[config.mk]
export PLATFORM = sky130hd
export DESIGN_NAME = magnetron_ctrl
export DESIGN_NICKNAME = d
export VERILOG_FILES = /design/src/rtl/mw_pkg.sv /design/src/rtl/btn_sync_edge.sv /design/src/rtl/magnetron_ctrl.sv
export SDC_FILE = /design/constraint.sdc
export NUM_CORES = 1
export LEC_CHECK = 0
export ABC_AREA = 0
export ABC_CLOCK_PERIOD_IN_PS = 2200
export CAP_MARGIN = 30
export CORE_MARGIN = 2
export CORE_UTILIZATION = 52
export CTS_CLUSTER_DIAMETER = 100
export DETAILED_ROUTE_END_ITERATION = 12
export HOLD_SLACK_MARGIN = 0.08
export PLACE_DENSITY = 0.76
export SYNTH_ARGS = -nofsm -noshare
export SYNTH_HDL_FRONTEND = slang
export SYNTH_HIERARCHICAL = 1
export SYNTH_SLANG_ARGS = --single-unit
[constraint.sdc]
create_clock -name clk -period 2.2 [get_ports clk]
set_clock_uncertainty 0.1 [all_clocks]
set_input_delay 0.44 -clock clk [delete_from_list [all_inputs] [get_ports clk]]
set_output_delay 0.44 -clock clk [all_outputs]
set_load 0.02 [all_outputs]
[src/rtl/mw_pkg.sv]
// Shared definitions for the magnetron control stage: FSM states and pulse counter sizing.
package mw_pkg;

    typedef enum logic [2:0] {
        IDLE,
        COOK,
        PAUSE,
        PULSE_SET,
        PULSE_RST
    } mw_state_e;

    localparam int unsigned SYNC_STAGES_DEF = 2;
    localparam int unsigned PULSE_W_MAX     = 15;
    localparam int unsigned PULSE_CNT_W     = 4;

endpackage

[src/rtl/btn_sync_edge.sv]
// Panel key conditioning: synchronizer, optional debouncer, rising-edge detector.
// Define MAGNETRON_DEBOUNCE_EN to insert a DEBOUNCE_CYC-sample debouncer after the synchronizer.
module btn_sync_edge
    import mw_pkg::*;
#(
    parameter int unsigned SYNC_STAGES  = SYNC_STAGES_DEF,
    parameter int unsigned DEBOUNCE_CYC = 1000
) (
    input  logic clk,
    input  logic rst_n,
    input  logic btn_in,
    output logic rise
);

    if (SYNC_STAGES < 2 || DEBOUNCE_CYC < 1) begin : g_bad_param
        $error("btn_sync_edge: SYNC_STAGES must be >= 2 and DEBOUNCE_CYC >= 1");
    end

    logic [SYNC_STAGES-1:0] sync_q, sync_d;
    logic                   level;
    logic                   prev_q, prev_d;

    always_comb begin
        sync_d = {sync_q[SYNC_STAGES-2:0], btn_in};
        prev_d = level;
    end

`ifdef MAGNETRON_DEBOUNCE_EN
    localparam int unsigned DB_W = $clog2(DEBOUNCE_CYC + 1);

    logic [DB_W-1:0] db_cnt_q, db_cnt_d;
    logic            stable_q, stable_d;

    // Counter tracks consecutive samples that disagree with the accepted level.
    always_comb begin
        db_cnt_d = '0;
        stable_d = stable_q;
        if (sync_q[SYNC_STAGES-1] != stable_q) begin
            if (db_cnt_q == DB_W'(DEBOUNCE_CYC - 1)) begin
                stable_d = sync_q[SYNC_STAGES-1];
            end else begin
                db_cnt_d = db_cnt_q + 1'b1;
            end
        end
    end

    always_ff @(posedge clk or negedge rst_n) begin
        if (!rst_n) begin
            db_cnt_q <= '0;
            stable_q <= 1'b0;
        end else begin
            db_cnt_q <= db_cnt_d;
            stable_q <= stable_d;
        end
    end

    assign level = stable_q;
`else
    assign level = sync_q[SYNC_STAGES-1];
`endif

    always_ff @(posedge clk or negedge rst_n) begin
        if (!rst_n) begin
            sync_q <= '0;
            prev_q <= 1'b0;
        end else begin
            sync_q <= sync_d;
            prev_q <= prev_d;
        end
    end

    assign rise = level & ~prev_q;

endmodule

[src/rtl/magnetron_ctrl.sv]
// Magnetron latch control: cook/pause/idle FSM issuing exclusive set/reset pulses.
// MAGNETRON_DEBOUNCE_EN (see btn_sync_edge) adds key debouncing; door is never debounced.
module magnetron_ctrl
    import mw_pkg::*;
#(
    parameter int unsigned SYNC_STAGES  = SYNC_STAGES_DEF,
    parameter int unsigned PULSE_W      = 2,
    parameter int unsigned DEBOUNCE_CYC = 1000
) (
    input  logic clk,
    input  logic rst_n,
    input  logic start_btn,
    input  logic stop_btn,
    input  logic door_closed,
    input  logic timer_zero,
    output logic mag_set,
    output logic mag_reset,
    output logic cooking,
    output logic paused,
    output logic done
);

    if (PULSE_W < 1 || PULSE_W > PULSE_W_MAX) begin : g_bad_param
        $error("magnetron_ctrl: PULSE_W must be within 1..15");
    end

    localparam logic [PULSE_CNT_W-1:0] PULSE_LAST = PULSE_CNT_W'(PULSE_W - 1);

    logic start_rise, stop_rise, door_ok;
    logic [SYNC_STAGES-1:0] door_sync_q, door_sync_d;

    btn_sync_edge #(.SYNC_STAGES(SYNC_STAGES), .DEBOUNCE_CYC(DEBOUNCE_CYC)) u_start (
        .clk    (clk),
        .rst_n  (rst_n),
        .btn_in (start_btn),
        .rise   (start_rise)
    );

    btn_sync_edge #(.SYNC_STAGES(SYNC_STAGES), .DEBOUNCE_CYC(DEBOUNCE_CYC)) u_stop (
        .clk    (clk),
        .rst_n  (rst_n),
        .btn_in (stop_btn),
        .rise   (stop_rise)
    );

    assign door_sync_d = {door_sync_q[SYNC_STAGES-2:0], door_closed};
    assign door_ok     = door_sync_q[SYNC_STAGES-1];

    mw_state_e              state_q, state_d;
    logic [PULSE_CNT_W-1:0] cnt_q, cnt_d;
    logic                   to_pause_q, to_pause_d;
    logic                   mag_set_q, mag_set_d;
    logic                   mag_reset_q, mag_reset_d;
    logic                   cooking_q, cooking_d;
    logic                   paused_q, paused_d;
    logic                   done_q, done_d;

    always_comb begin
        state_d    = state_q;
        cnt_d      = cnt_q;
        to_pause_d = to_pause_q;
        done_d     = 1'b0;
        unique case (state_q)
            IDLE: begin
                if (!stop_rise && !timer_zero && start_rise && door_ok) begin
                    state_d = PULSE_SET;
                    cnt_d   = PULSE_LAST;
                end
            end
            COOK: begin
                if (!door_ok || stop_rise) begin
                    state_d    = PULSE_RST;
                    cnt_d      = PULSE_LAST;
                    to_pause_d = 1'b1;
                end else if (timer_zero) begin
                    state_d    = PULSE_RST;
                    cnt_d      = PULSE_LAST;
                    to_pause_d = 1'b0;
                    done_d     = 1'b1;
                end
            end
            PAUSE: begin
                // Latch is already reset here, so stop/expiry go straight to IDLE.
                if (stop_rise || timer_zero) begin
                    state_d = IDLE;
                end else if (start_rise && door_ok) begin
                    state_d = PULSE_SET;
                    cnt_d   = PULSE_LAST;
                end
            end
            PULSE_SET: begin
                if (!door_ok) begin
                    state_d    = PULSE_RST;
                    cnt_d      = PULSE_LAST;
                    to_pause_d = 1'b1;
                end else if (cnt_q == '0) begin
                    state_d = COOK;
                end else begin
                    cnt_d = cnt_q - 1'b1;
                end
            end
            PULSE_RST: begin
                if (cnt_q == '0) begin
                    state_d = to_pause_q ? PAUSE : IDLE;
                end else begin
                    cnt_d = cnt_q - 1'b1;
                end
            end
            default: state_d = IDLE;
        endcase

        mag_set_d   = (state_d == PULSE_SET);
        mag_reset_d = (state_d == PULSE_RST);
        cooking_d   = (state_d == COOK) || (state_d == PULSE_SET);
        paused_d    = (state_d == PAUSE) || ((state_d == PULSE_RST) && to_pause_d);
    end

    always_ff @(posedge clk or negedge rst_n) begin
        if (!rst_n) begin
            door_sync_q <= '0;
            state_q     <= IDLE;
            cnt_q       <= '0;
            to_pause_q  <= 1'b0;
            mag_set_q   <= 1'b0;
            mag_reset_q <= 1'b0;
            cooking_q   <= 1'b0;
            paused_q    <= 1'b0;
            done_q      <= 1'b0;
        end else begin
            door_sync_q <= door_sync_d;
            state_q     <= state_d;
            cnt_q       <= cnt_d;
            to_pause_q  <= to_pause_d;
            mag_set_q   <= mag_set_d;
            mag_reset_q <= mag_reset_d;
            cooking_q   <= cooking_d;
            paused_q    <= paused_d;
            done_q      <= done_d;
        end
    end

    assign mag_set   = mag_set_q;
    assign mag_reset = mag_reset_q;
    assign cooking   = cooking_q;
    assign paused    = paused_q;
    assign done      = done_q;

endmodule

-- Word level (Yosys, flattened, before mapping)
Index checks and enable logic that the tools add are counted.
- register bits: 21
- output and inout port bits: 5
- logic and storage cells: 71
- add/subtract/negate cells: 1
- equal/unequal tests: 12
- mux-type cells: 25
- bitwise operators: 4
- reductions and logical operators: 16
- operators by type and width (operator ; number):
    two-way mux 4 bit ; 7
    two-way mux 3 bit ; 8
    case mux 4 bit (5 select lines) ; 1
    case mux 3 bit (5 select lines) ; 1
    equality test 3 x 2 -> 1 bit, second input constant ; 4
    equality test 3 x 1 -> 1 bit, second input constant ; 2
    equality test 3 bit, second input constant ; 2
    two-way mux 1 bit ; 6
    inequality test 2 bit, second input constant ; 3
    logical AND 1 bit ; 5
    AND reduction 5 bit ; 1
    nonzero test 5 bit ; 1
    zero test 4 bit ; 1
    logical OR 1 bit ; 4
    subtractor 4 x 1 -> 4 bit, second input constant ; 1
    zero test 1 bit ; 3
    zero test 3 bit ; 1
    inequality test 3 bit, second input constant ; 1
    AND 1 bit ; 2
    two-way mux 2 bit ; 1
    NOT 1 bit ; 2
    case mux 1 bit (2 select lines) ; 1

-- Depth between registers and ports, before layout
Gate-level depths: netlist (run 1).
- word-level depth: 11
- depth in mapped cells: 6

-- Modules after synthesis
Netlist (run 1), hierarchy kept.
- by module, submodules not included (module ; times used ; cells an instance ; area an instance (sq um) ; seq. area each (sq um)):
    magnetron_ctrl ; 1 ; 60 ; 699.4 ; 375.4
    btn_sync_edge ; 2 ; 4 ; 88.8 ; 75.1

-- Worst setup path before layout (run 1)
OpenSTA, ideal clock, no wires.
- path kind: reg2reg
- start point: register cnt_q[0]
- end point: register paused_q (netlist: paused)
- arrival time: 1.595 ns
- data required time: 1.970 ns
- path slack: 0.375 ns
- cell stages (with the launch flop): 7
- clock period less this slack: 1.825 ns
- cells stage by stage: dfrtp_1 -> inv_1 -> ha_1 -> or3b_1 -> and4_1 -> a311oi_2 -> o2bb2ai_1
- longest elaborated chain between the ends: 7
- ends and longest elaborated chain (item ; RTL line ; source):
    start, declared ; magnetron_ctrl.sv:50 ; logic [PULSE_CNT_W-1:0] cnt_q, cnt_d;
    start signal, assigned ; magnetron_ctrl.sv:132 ; cnt_q <= cnt_d;
    zero test 4 bit * ; magnetron_ctrl.sv:96, magnetron_ctrl.sv:103 ;
    two-way mux 3 bit ; magnetron_ctrl.sv:96 ; end else if (cnt_q == '0) begin
    two-way mux 3 bit ; magnetron_ctrl.sv:92 ; if (!door_ok) begin
    case mux 3 bit (5 select lines) * ; magnetron_ctrl.sv:63 ; unique case (state_q)
    equality test 3 bit ; magnetron_ctrl.sv:115 ; paused_d = (state_d == PAUSE) || ((state_d == PULSE_RST) && to_pause_d);
    logical AND 1 bit ; magnetron_ctrl.sv:115 ;
    logical OR 1 bit * ; magnetron_ctrl.sv:115 ;
    via paused_d ; magnetron_ctrl.sv:55 ; logic paused_q, paused_d;
    end signal, assigned ; magnetron_ctrl.sv:137 ; paused_q <= paused_d;
    end, declared ; magnetron_ctrl.sv:55 ;
Mark *: on every way through the listed nets, which the timed path passes. The rest lies on a longest branch.
A chain may end at the register's enable or synchronous reset.

-- Final worst setup path (run 1)
Same ends and word-level chain as after synthesis.

==> summary.md, run 1 <==
The first global-routing pass estimated 2615 um of wire. Maximum count of clock buffers along a single path: 2. The count of flip-flops with a built-in enable after synthesis is 0, and the die area is 2031 um2. Once detail routing completed, the nets flagged for antenna violations numbered 0. The routed layout has 593 vias.

The worst setup path is launched from a register. The run gives 0.5991 as the sequential-to-total area share from yosys stat. Counting tap cells, the placed design contains a total of 96 instances. In this run the count of I/O pins placed on the die edge is 11.

met2 is the most crowded layer. For the final net count, the log shows 92. The relative slew slack is 0.6186. The number of hold buffers added after CTS was 0. The run finished with clean final reports.

The buffers inserted during post-CTS setup optimization was 0; the period utilization was 0.9095. The routed length per placed instance came out at 14.74 um. The clock input transition at the sequential cells of the worst setup and hold paths works out to 0.11 ns.

For the effective utilization at floorplan, the log shows 0.5690. After synthesis, the most frequently instantiated cells are sky130_fd_sc_hd__dfrtp_1, sky130_fd_sc_hd__inv_1, sky130_fd_sc_hd__nor3b_1. The area share of the largest cell type after synthesis was 0.5991. The count of buffers added on input and output ports is 10. The run gives 1 as the detailed router's first-iteration violation count.

The share of async-settable or async-resettable flops after synthesis works out to 1.000. Summed over all layers, the global routing overflow is 0. Clock sink count: 21. The worst setup path is captured at a register. Data on the critical path arrives at its endpoint at 2.08 ns. Along the worst path, the maximum fanout reaches 4. The pre-antenna-repair detailed-routing pass consisted of 4 iterations.

From synthesis to final layout, the design area changed by 18.55%. The core region is 1541 um2. Max-capacitance violation count: 0. Once detailed placement completed, the half-perimeter wirelength came to 1067 um. The largest area contributor in the netlist is sky130_fd_sc_hd__dfrtp_1.

Subtracting the final worst setup slack from the clock period gives 2.001 ns. The global-route total usage across every layer was 0.1804. The horizontal die dimension was 45.07 um; the total wire length was 1474 um.

The number of antenna violations at the first check in global routing was 0. After detailed routing, the number of remaining DRC violations is 0. Fill cells in the final layout number 108.

The average cell area after synthesis is 12.90 um2, and the leakage power figure is 0.0004645 uW. Setup repair after global routing left no endpoint under its margin. The run gives 583 as the number of global-route vias before repair.

Across the VDD grid, the largest voltage drop is 698.7 uV. The net count after synthesis was 75. For the worst setup path, the data required time is 2.28 ns. The post-cts resize count is 0. The power per standard cell area is 909.0 nW/um2. For the pin with the worst max-slew slack, the measured transition is 0.5695 ns. The logs give 1 for the maximum level of the CTS H-tree and 0 for the final antenna diode count. Accumulated negative setup slack: 0 ns.

The cell sitting at the root of the clock tree is a sky130_fd_sc_hd__clkbuf_4. The run gives 0.2546 as the met1 capacity usage during global routing. Counting the buffers created by CTS gives 3. Most used flip-flop cell after synthesis: sky130_fd_sc_hd__dfrtp_1. The setup check on the worst reg-to-reg path leaves a slack of 0.20 ns.

The height of the die was 45.07 um; the average via count per standard cell was 5.930. Routability-driven placement finished with a final weighted congestion of 0.7745. The met2 track utilization from global routing is 0.2800, and the hold violation total from the final report is 0.

Entering global routing, the biggest net connects 22 pins. The fraction of final layout cells sized beyond drive strength 1 was 0.1667; the number of warning messages in the yosys log was 6. The tools report the highest achievable clock rate as 499.8 MHz. The synthesized netlist occupies a cell area of 877.1 um2. The logs give 0.02800 for the met3 global-route usage and 68 for the number of instances in the synthesized netlist. The tools report the max-slew violation count as 0. Cell with the most instances after synthesis: sky130_fd_sc_hd__dfrtp_1.

For the row count, the log shows 14. TritonCTS built the clock tree. The tools report the worst-skew pair later-pin latency as 0.30 ns. Ranked by total cell area, the synthesized netlist is headed by sky130_fd_sc_hd__dfrtp_1, sky130_fd_sc_hd__nor3b_1, sky130_fd_sc_hd__nor2b_4. The final count of negative-setup-slack endpoints is 0. The post-synthesis sequential element count is 21. The worst setup path is of the register to register kind. The min-delay analysis places its worst path in the category register to register. The finished layout holds 100 standard cells, fillers aside. The number of different library cells used by synthesis comes to 32.
-- metal layers --
metal / part of all wire / wire [um]
met5: 0 / 0
met4: 0.0068 / 10
met3: 0.030 / 44
met2: 0.46 / 683
met1: 0.50 / 736
-- flip-flops by register name (all words and copies together) (netlist names) --
name and flops:
cnt_q 4, cooking 1, done 1, door_sync_q 2, mag_reset 1, mag_set 1
paused 1, state_q 3, to_pause_q 1, u_start/prev_q 1, u_start/sync_q 2, u_stop/prev_q 1
u_stop/sync_q 2
-- cell type report --
class | instances | area (um2) | share of cell area
Sequential cell | 21 | 525.5 | 0.5054
Multi-Input combinational cell | 43 | 336.6 | 0.3237
Timing Repair Buffer | 12 | 115.1 | 0.1107
Clock buffer | 3 | 22.52 | 0.02166
Tap cell | 16 | 20.02 | 0.01925
Inverter | 4 | 15.01 | 0.01444
Clock inverter | 1 | 5.005 | 0.004813
-- logic make-up (layout without fill, tap and decap cells) --
kind of cell             count (synthesis)  count (layout)  synth area share
AO/OA/AOI/OAI                           17              17            0.1470
adder cells (fa/ha/maj)                  1               1           0.01426
buffers and inverters                    4              20           0.01711
flip-flops                              21              21            0.5991
AND/OR/NAND/NOR                         25              25            0.2226
-- critical path: stages (launching register included) --
cell and delay [ns]:
sky130_fd_sc_hd__dfrtp_1 0.42, sky130_fd_sc_hd__inv_1 0.06, sky130_fd_sc_hd__ha_1 0.19, sky130_fd_sc_hd__or3b_1 0.43, sky130_fd_sc_hd__and4_1 0.23, sky130_fd_sc_hd__a311oi_2 0.34
sky130_fd_sc_hd__o2bb2ai_1 0.12
-- path summary, 6_finish.rpt --
| check | cells after the start | from | to |
|---|---|---|---|
| worst max-delay path | 6 | cnt_q[0] | paused |
| worst min-delay path | 0 | door_sync_q[0] | door_sync_q[1] |
| worst max register to register | 6 | cnt_q[0] | paused |
| worst min register to register | 0 | door_sync_q[0] | door_sync_q[1] |
| max in group asynchronous | 2 | rst_n | paused |
| min in group asynchronous | 2 | rst_n | mag_reset |
-- power breakdown --
group | total (uW) | switching, uW | internal, uW
Clock | 181 | 113 | 67.7
Combinational | 274 | 144 | 129
Sequential | 491 | 51.3 | 439
-- cells in the final DEF, fill, tap and decap left out, types with 2 or more instances in the layout --
cell type                          n
sky130_fd_sc_hd__nor3_1            3
sky130_fd_sc_hd__nor2b_4           2
sky130_fd_sc_hd__a21oi_1           2
sky130_fd_sc_hd__buf_4             2
sky130_fd_sc_hd__and4_1            2
sky130_fd_sc_hd__a22o_1            2
sky130_fd_sc_hd__nor2_1            3
sky130_fd_sc_hd__o2bb2ai_1         2
sky130_fd_sc_hd__nor3b_1           4
sky130_fd_sc_hd__clkdlybuf4s50_1  10
sky130_fd_sc_hd__clkbuf_4          3
sky130_fd_sc_hd__inv_1             4
sky130_fd_sc_hd__dfrtp_1          21
sky130_fd_sc_hd__o21ai_1           2
-- per-stage QoR --
| stage | hold WS [ns] | instance area, um2 | util | worst slack, ns | power, uW |
|---|---|---|---|---|---|
| final | 0.2665 | 1040 | 0.6745 | 0.1991 | 945.1 |
| after global routing | 0.2806 | 1040 | 0.6745 | 0.09132 | 1012 |
| after CTS | 0.2711 | 1040 | 0.6745 | 0.1876 | 948.5 |
| after detailed placement | 0.2457 | 1012 | 0.6567 | 0.07667 | 772.1 |
| after global placement | 0.2348 | 1012 | 0.6567 | 0.09668 | 759.2 |
| after floorplan | 0.04441 | 877.1 | - | 0.3755 | 689.7 |
Note: power is estimated with default switching activity, not from simulation.
==> run 2: changes to the inputs <==
--- a/config.mk
+++ b/config.mk
@@ -12,7 +12,7 @@
 export CORE_UTILIZATION = 52
 export CTS_CLUSTER_DIAMETER = 100
 export DETAILED_ROUTE_END_ITERATION = 12
-export HOLD_SLACK_MARGIN = 0.08
+export HOLD_SLACK_MARGIN = 0.06
 export PLACE_DENSITY = 0.76
 export SYNTH_ARGS = -nofsm -noshare
 export SYNTH_HDL_FRONTEND = slang
==> results of run 2 <==
Final layout, timing and power as in run 1 (identical DEF).
